`src/rtl/fifo_read_streamer.sv`:
```
// Read-side FIFO consumer: pops a burst of words and streams them out on a
// valid/ready interface through a 2-entry skid buffer covering the FIFO read latency.
module fifo_read_streamer #(
  parameter int DATA_W = 8,
  parameter int LEN_W  = 4
) (
  input  logic              clk_r,
  input  logic              rst,
  input  logic              start,
  input  logic [LEN_W-1:0]  burst_len,
  input  logic              buf_empty,
  input  logic [DATA_W-1:0] buf_out,
  output logic              rd_en,
  output logic [DATA_W-1:0] out_data,
  output logic              out_valid,
  input  logic              out_ready,
  output logic              out_last,
  output logic              busy,
  output logic              done
);

  typedef enum logic [1:0] {
    IDLE  = 2'd0,
    RUN   = 2'd1,
    DRAIN = 2'd2,
    DONE  = 2'd3
  } state_t;

  localparam logic [LEN_W-1:0] LEN_ONE = LEN_W'(1);

  state_t             state_r;
  state_t             state_s;
  logic [LEN_W-1:0]   len_r;
  logic [LEN_W-1:0]   issued_r;
  logic [LEN_W-1:0]   delivered_r;
  logic [LEN_W-1:0]   last_idx_s;
  logic               inflight_r;
  logic [1:0]         occ_r;
  logic [DATA_W-1:0]  skid_r [2];
  logic               handshake_s;
  logic [2:0]         credit_used_s;

  assign handshake_s = out_valid && out_ready;
  assign last_idx_s  = len_r - LEN_ONE;

  // Credit counts the skid slot being freed by this cycle's handshake, so a
  // ready consumer sustains one word per cycle while occupancy never exceeds 2.
  assign credit_used_s = {1'b0, occ_r} + {2'b00, inflight_r} - {2'b00, handshake_s};
  assign rd_en = (state_r == RUN) && !buf_empty && (issued_r < len_r) && (credit_used_s < 3'd2);

  assign out_valid = (occ_r != 2'd0);
  assign out_data  = skid_r[0];
  assign out_last  = out_valid && (delivered_r == last_idx_s);
  assign busy      = (state_r == RUN) || (state_r == DRAIN);
  assign done      = (state_r == DONE);

  // Next-state logic of the burst controller.
  always_comb begin
    state_s = state_r;
    case (state_r)
      IDLE: begin
        if (start) begin
          state_s = (burst_len != {LEN_W{1'b0}}) ? RUN : DONE;
        end else begin
          state_s = IDLE;
        end
      end
      RUN: begin
        if (rd_en && (issued_r == last_idx_s)) begin
          state_s = DRAIN;
        end else begin
          state_s = RUN;
        end
      end
      DRAIN: begin
        if (handshake_s && (delivered_r == last_idx_s)) begin
          state_s = DONE;
        end else begin
          state_s = DRAIN;
        end
      end
      DONE:    state_s = IDLE;
      default: state_s = IDLE;
    endcase
  end

  // State register, burst length and issue/delivery counters.
  always_ff @(posedge clk_r) begin
    if (rst) begin
      state_r     <= IDLE;
      len_r       <= {LEN_W{1'b0}};
      issued_r    <= {LEN_W{1'b0}};
      delivered_r <= {LEN_W{1'b0}};
      inflight_r  <= 1'b0;
    end else begin
      state_r    <= state_s;
      inflight_r <= rd_en;
      if ((state_r == IDLE) && start) begin
        len_r       <= burst_len;
        issued_r    <= {LEN_W{1'b0}};
        delivered_r <= {LEN_W{1'b0}};
      end else begin
        if (rd_en) begin
          issued_r <= issued_r + LEN_ONE;
        end
        if (handshake_s) begin
          delivered_r <= delivered_r + LEN_ONE;
        end
      end
    end
  end

  // Skid buffer: push the word returned by the FIFO, pop the head on handshake.
  always_ff @(posedge clk_r) begin
    if (rst) begin
      occ_r     <= 2'd0;
      skid_r[0] <= {DATA_W{1'b0}};
      skid_r[1] <= {DATA_W{1'b0}};
    end else begin
      case ({inflight_r, handshake_s})
        2'b10: begin
          if (occ_r == 2'd0) begin
            skid_r[0] <= buf_out;
          end else begin
            skid_r[1] <= buf_out;
          end
          occ_r <= occ_r + 2'd1;
        end
        2'b01: begin
          skid_r[0] <= skid_r[1];
          occ_r     <= occ_r - 2'd1;
        end
        2'b11: begin
          if (occ_r == 2'd1) begin
            skid_r[0] <= buf_out;
          end else begin
            skid_r[0] <= skid_r[1];
            skid_r[1] <= buf_out;
          end
        end
        default: begin
          occ_r <= occ_r;
        end
      endcase
    end
  end

endmodule

```
`config.mk`:
```
export PLATFORM = sky130hd
export DESIGN_NAME = fifo_read_streamer
export DESIGN_NICKNAME = d
export VERILOG_FILES = /design/src/rtl/fifo_read_streamer.sv
export SDC_FILE = /design/constraint.sdc
export NUM_CORES = 1
export LEC_CHECK = 0
export ABC_AREA = 1
export BUFFER_PORTS_ARGS = -buffer_cell sky130_fd_sc_hd__buf_2
export CORE_ASPECT_RATIO = 1.75
export CORE_MARGIN = 5
export CORE_UTILIZATION = 55
export CTS_CLUSTER_DIAMETER = 80
export DETAILED_ROUTE_END_ITERATION = 12
export GPL_TIMING_DRIVEN = 0
export PLACE_DENSITY = 0.74
export RECOVER_POWER = 100
export SYNTH_ARGS = -nofsm -noshare
export SYNTH_HDL_FRONTEND = slang
export SYNTH_SLANG_ARGS = --single-unit
```
`constraint.sdc`:
```
create_clock -name clk_r -period 2.8 [get_ports clk_r]
set_input_delay 0.56 -clock clk_r [delete_from_list [all_inputs] [get_ports clk_r]]
set_output_delay 0.56 -clock clk_r [all_outputs]
set_load 0.01 [all_outputs]
```
==> results.toml <==
[floorplan]
die_h_microns = 87.4
ios = 30
die-area_sq_um = 4730
fp.dieW_microns = 54.2
std_cell_rows = 28
coreArea_sq_um = 3330
floorplan.initialDensity_pct = 56.5

[critical_path]
r2r-start = "occ_r[0]$_SDFFE_PP0P_"
r2r_slack_ns = 0.32
cp_max_fo = 4
critPathLaunch = "occ_r[0]$_SDFFE_PP0P_"
crit_path_end_kind = "output port"
worstRegToRegCells = 15
r2r_end = "issued_r[3]$_SDFFE_PP0P_"
cp.required_ns = 2.24
critPathLaunchType = "flip-flop"
crit_arrival_ns = 2.23
cp-endpoint = "rd_en"
path_class = "reg -> out"

[sta]
slew_violations = 0
rsz0062_at_grt = "yes"
hold_viol = 0
setup_viol = 0
fin_crit_sh_pct = 99.8
finClkSkew_ns = 0.00676
tightestPinTransition_ns = 0.781
fmax_mhz = 358
relSlewSlack_pct = 47.7
fin_hold_ws_ns = 0.481
fin_crit_ns = 2.79

[clock_network]
clk_pin_slew_ns = 0.07
cts.sinks = 33
root_buffer = "clkbuf_8"
htree_levels = 2
cts_tree = "yes"
clock_latency_ns = 0.29
cts.path.max_buffers = 2
cts_buffers = 5

[synth]
synth-compound-area-share_pct = 10.6
syn_area_per_cell_sq_um = 8.07
synth_area_leaders = "edfxtp_1 26%, dfxtp_1 18%, ha_1 9.3%"
synth_edf_count = 16
ys_ff_latch = 33
synth-main-ff-cell = "dfxtp_1"
synth-simple-area-share_pct = 22.9
synth_top_family_by_area = "simple AND/OR/NAND/NOR gates"
yosysWarnings = 0
async_flop_share_pct = 0
synth_mux_area_share_pct = 0
synth_common_cells = "46 x nand2_1, 37 x inv_1, 28 x nor2_1"
synth.most_common_cell = "nand2_1"
synth_nets = 265
syn_inst = 233
synthAdderAreaFrac_pct = 10.4
synth_xor_area_share_pct = 0.931
synth_largest_area_cell = "edfxtp_1"
synth_top_area_share_pct = 25.5
syn_area_sq_um = 1880
yosysUniqueCellTypes = 26
seq_area_frac_synth_pct = 43.6

[run_status]
status = "finished clean"

[placement]
io_buffer_count = 28
gp_congestion = 0.813
dp_hpwl_mm = 2.97

[global_route]
grt_max_degree = 12
grt-ovfl-total = 0
grt_pass1_vias = 1489
antenna_found_initial = 0
grt_pass1_wl_mm = 6.32
grtUsageTotal_pct = 18.8

[drt]
vias = 1607
drt-initial-drc-count = 22
drt_first_pass_iters = 5
routed_wl_mm = 3.90
antenna_left = 0
drc = 0
routed_via_density = 5.01
wl_per_cell_microns = 12.2

[layout]
post_route_cells_drive_above_1_share_pct = 25.7
fin_nets = 307
diodes = 0
syn2layout_area_growth_pct = 22.1

[flow_run]
max-cap-violations = 0

[min_path]
hold_path.class = "in -> reg"
min-delay-start = "rst"

[pwr]
powerDensity_nw_per_um2 = 674
p_leak_nw = 1.04
power.total_w = 0.00155
ir_drop_uv = 421
-- stage by stage --
stage | cells | cell area (sq um) | util, % | worst slack (ns) | setup TNS [ns]
3_3_place_gp | 306 | 2080 | 62.4 | -0.176 | -0.176
3_5_place_dp | 306 | 2080 | 62.4 | -0.210 | -0.220
4_1_cts | 318 | 2250 | 67.6 | 0.00383 | 0
2_1_floorplan | 233 | 1880 | - | 0.181 | 0
6_report | 321 | 2300 | 69.0 | 0.00579 | 0
5_1_grt | 321 | 2300 | 69.0 | -0.121 | -0.121
-- routing by layer --
metal  GRT usage, %  vias up  wire [microns]
met1           16.8      717            1390
met4           11.1        0             112
li1               -      835               -
met2           35.4       46            2210
met5              0        -               0
met3           4.12        9             195
-- where the power goes --
group	internal (W)	total (W)	switching, W
logic	0.000265	0.000583	0.000317
registers	0.000579	0.000617	0.0000384
clock network	0.000171	0.000347	0.000176
-- cells by family after synthesis --
family                     Yosys count
and+or+nand+nor                     98
buffers and inverters               48
AOI/OAI and AO/OA                   37
DFF                                 33
adders and majority gates           15
xor gates and xnor gates             2
-- placed cells by master (no fill, tap or decap), types with 3 or more instances in the layout --
| cell | synthesis | final |
|---|---|---|
| inv_4 | 0 | 3 |
| inv_1 | 37 | 34 |
| nor2_1 | 28 | 26 |
| clkbuf_8 | 0 | 5 |
| a21oi_1 | 16 | 16 |
| o21ai_0 | 11 | 11 |
| nor2_4 | 1 | 3 |
| ha_1 | 14 | 13 |
| edfxtp_1 | 16 | 16 |
| buf_2 | 0 | 27 |
| o22ai_1 | 8 | 8 |
| dfxtp_1 | 17 | 15 |
| buf_4 | 8 | 15 |
| nand3_1 | 15 | 15 |
| nand2_1 | 46 | 45 |
-- worst max-delay path: stages (launching register included) --
cell     delay (ns)
dfxtp_4        0.37
inv_4          0.05
ha_4           0.17
inv_4          0.08
nand2_8        0.07
nor2_4         0.12
nor2_1         0.06
nor2_1         0.09
inv_1          0.07
fa_2           0.54
nand2_2        0.07
nor2_4         0.14
buf_6          0.11
-- worst min path at each step --
| stage | endpoint | depth (start not counted) | slack, ns |
|---|---|---|---|
| 6_report | occ_r[1]$_SDFFE_PP0P_ | 2 | 0.48 |
| 5_1_grt | occ_r[1]$_SDFFE_PP0P_ | 2 | 0.49 |
| 4_1_cts | occ_r[1]$_SDFFE_PP0P_ | 2 | 0.48 |
| 3_5_place_dp | delivered_r[3]$_SDFFE_PP0P_ | 2 | 0.49 |
| 3_3_place_gp | delivered_r[3]$_SDFFE_PP0P_ | 2 | 0.48 |
| 2_1_floorplan | delivered_r[3]$_SDFFE_PP0P_ | 2 | 0.46 |
-- cell type report --
cell class,count,area [sq um]
fillers,285,1030
multi-input cells,152,896
flip-flops and latches,33,828
repair buffers,35,199
inverters,39,159
plain buffers,9,71.3
clock buffers,5,68.8
well taps,45,56.3
clock inverters,3,17.5
-- sequential cells by signal, indices dropped and copies added, names as in the netlist --
name and cells:
len_r 4, occ_r 2, issued_r 4, skid_r 16, state_r 2, inflight_r 1
delivered_r 4
-- what timing repair did --
| item | in CTS | in global routing |
|---|---|---|
| endpoints found under the setup margin | 3 | 1 |
| buffers inserted | 4 | 3 |
| resized for setup | 17 | 7 |
| pin swaps | 4 | 4 |
| gates cloned | 0 | 0 |
| hold buffers | 0 | 0 |
Note: power is estimated with default switching activity, not from simulation.
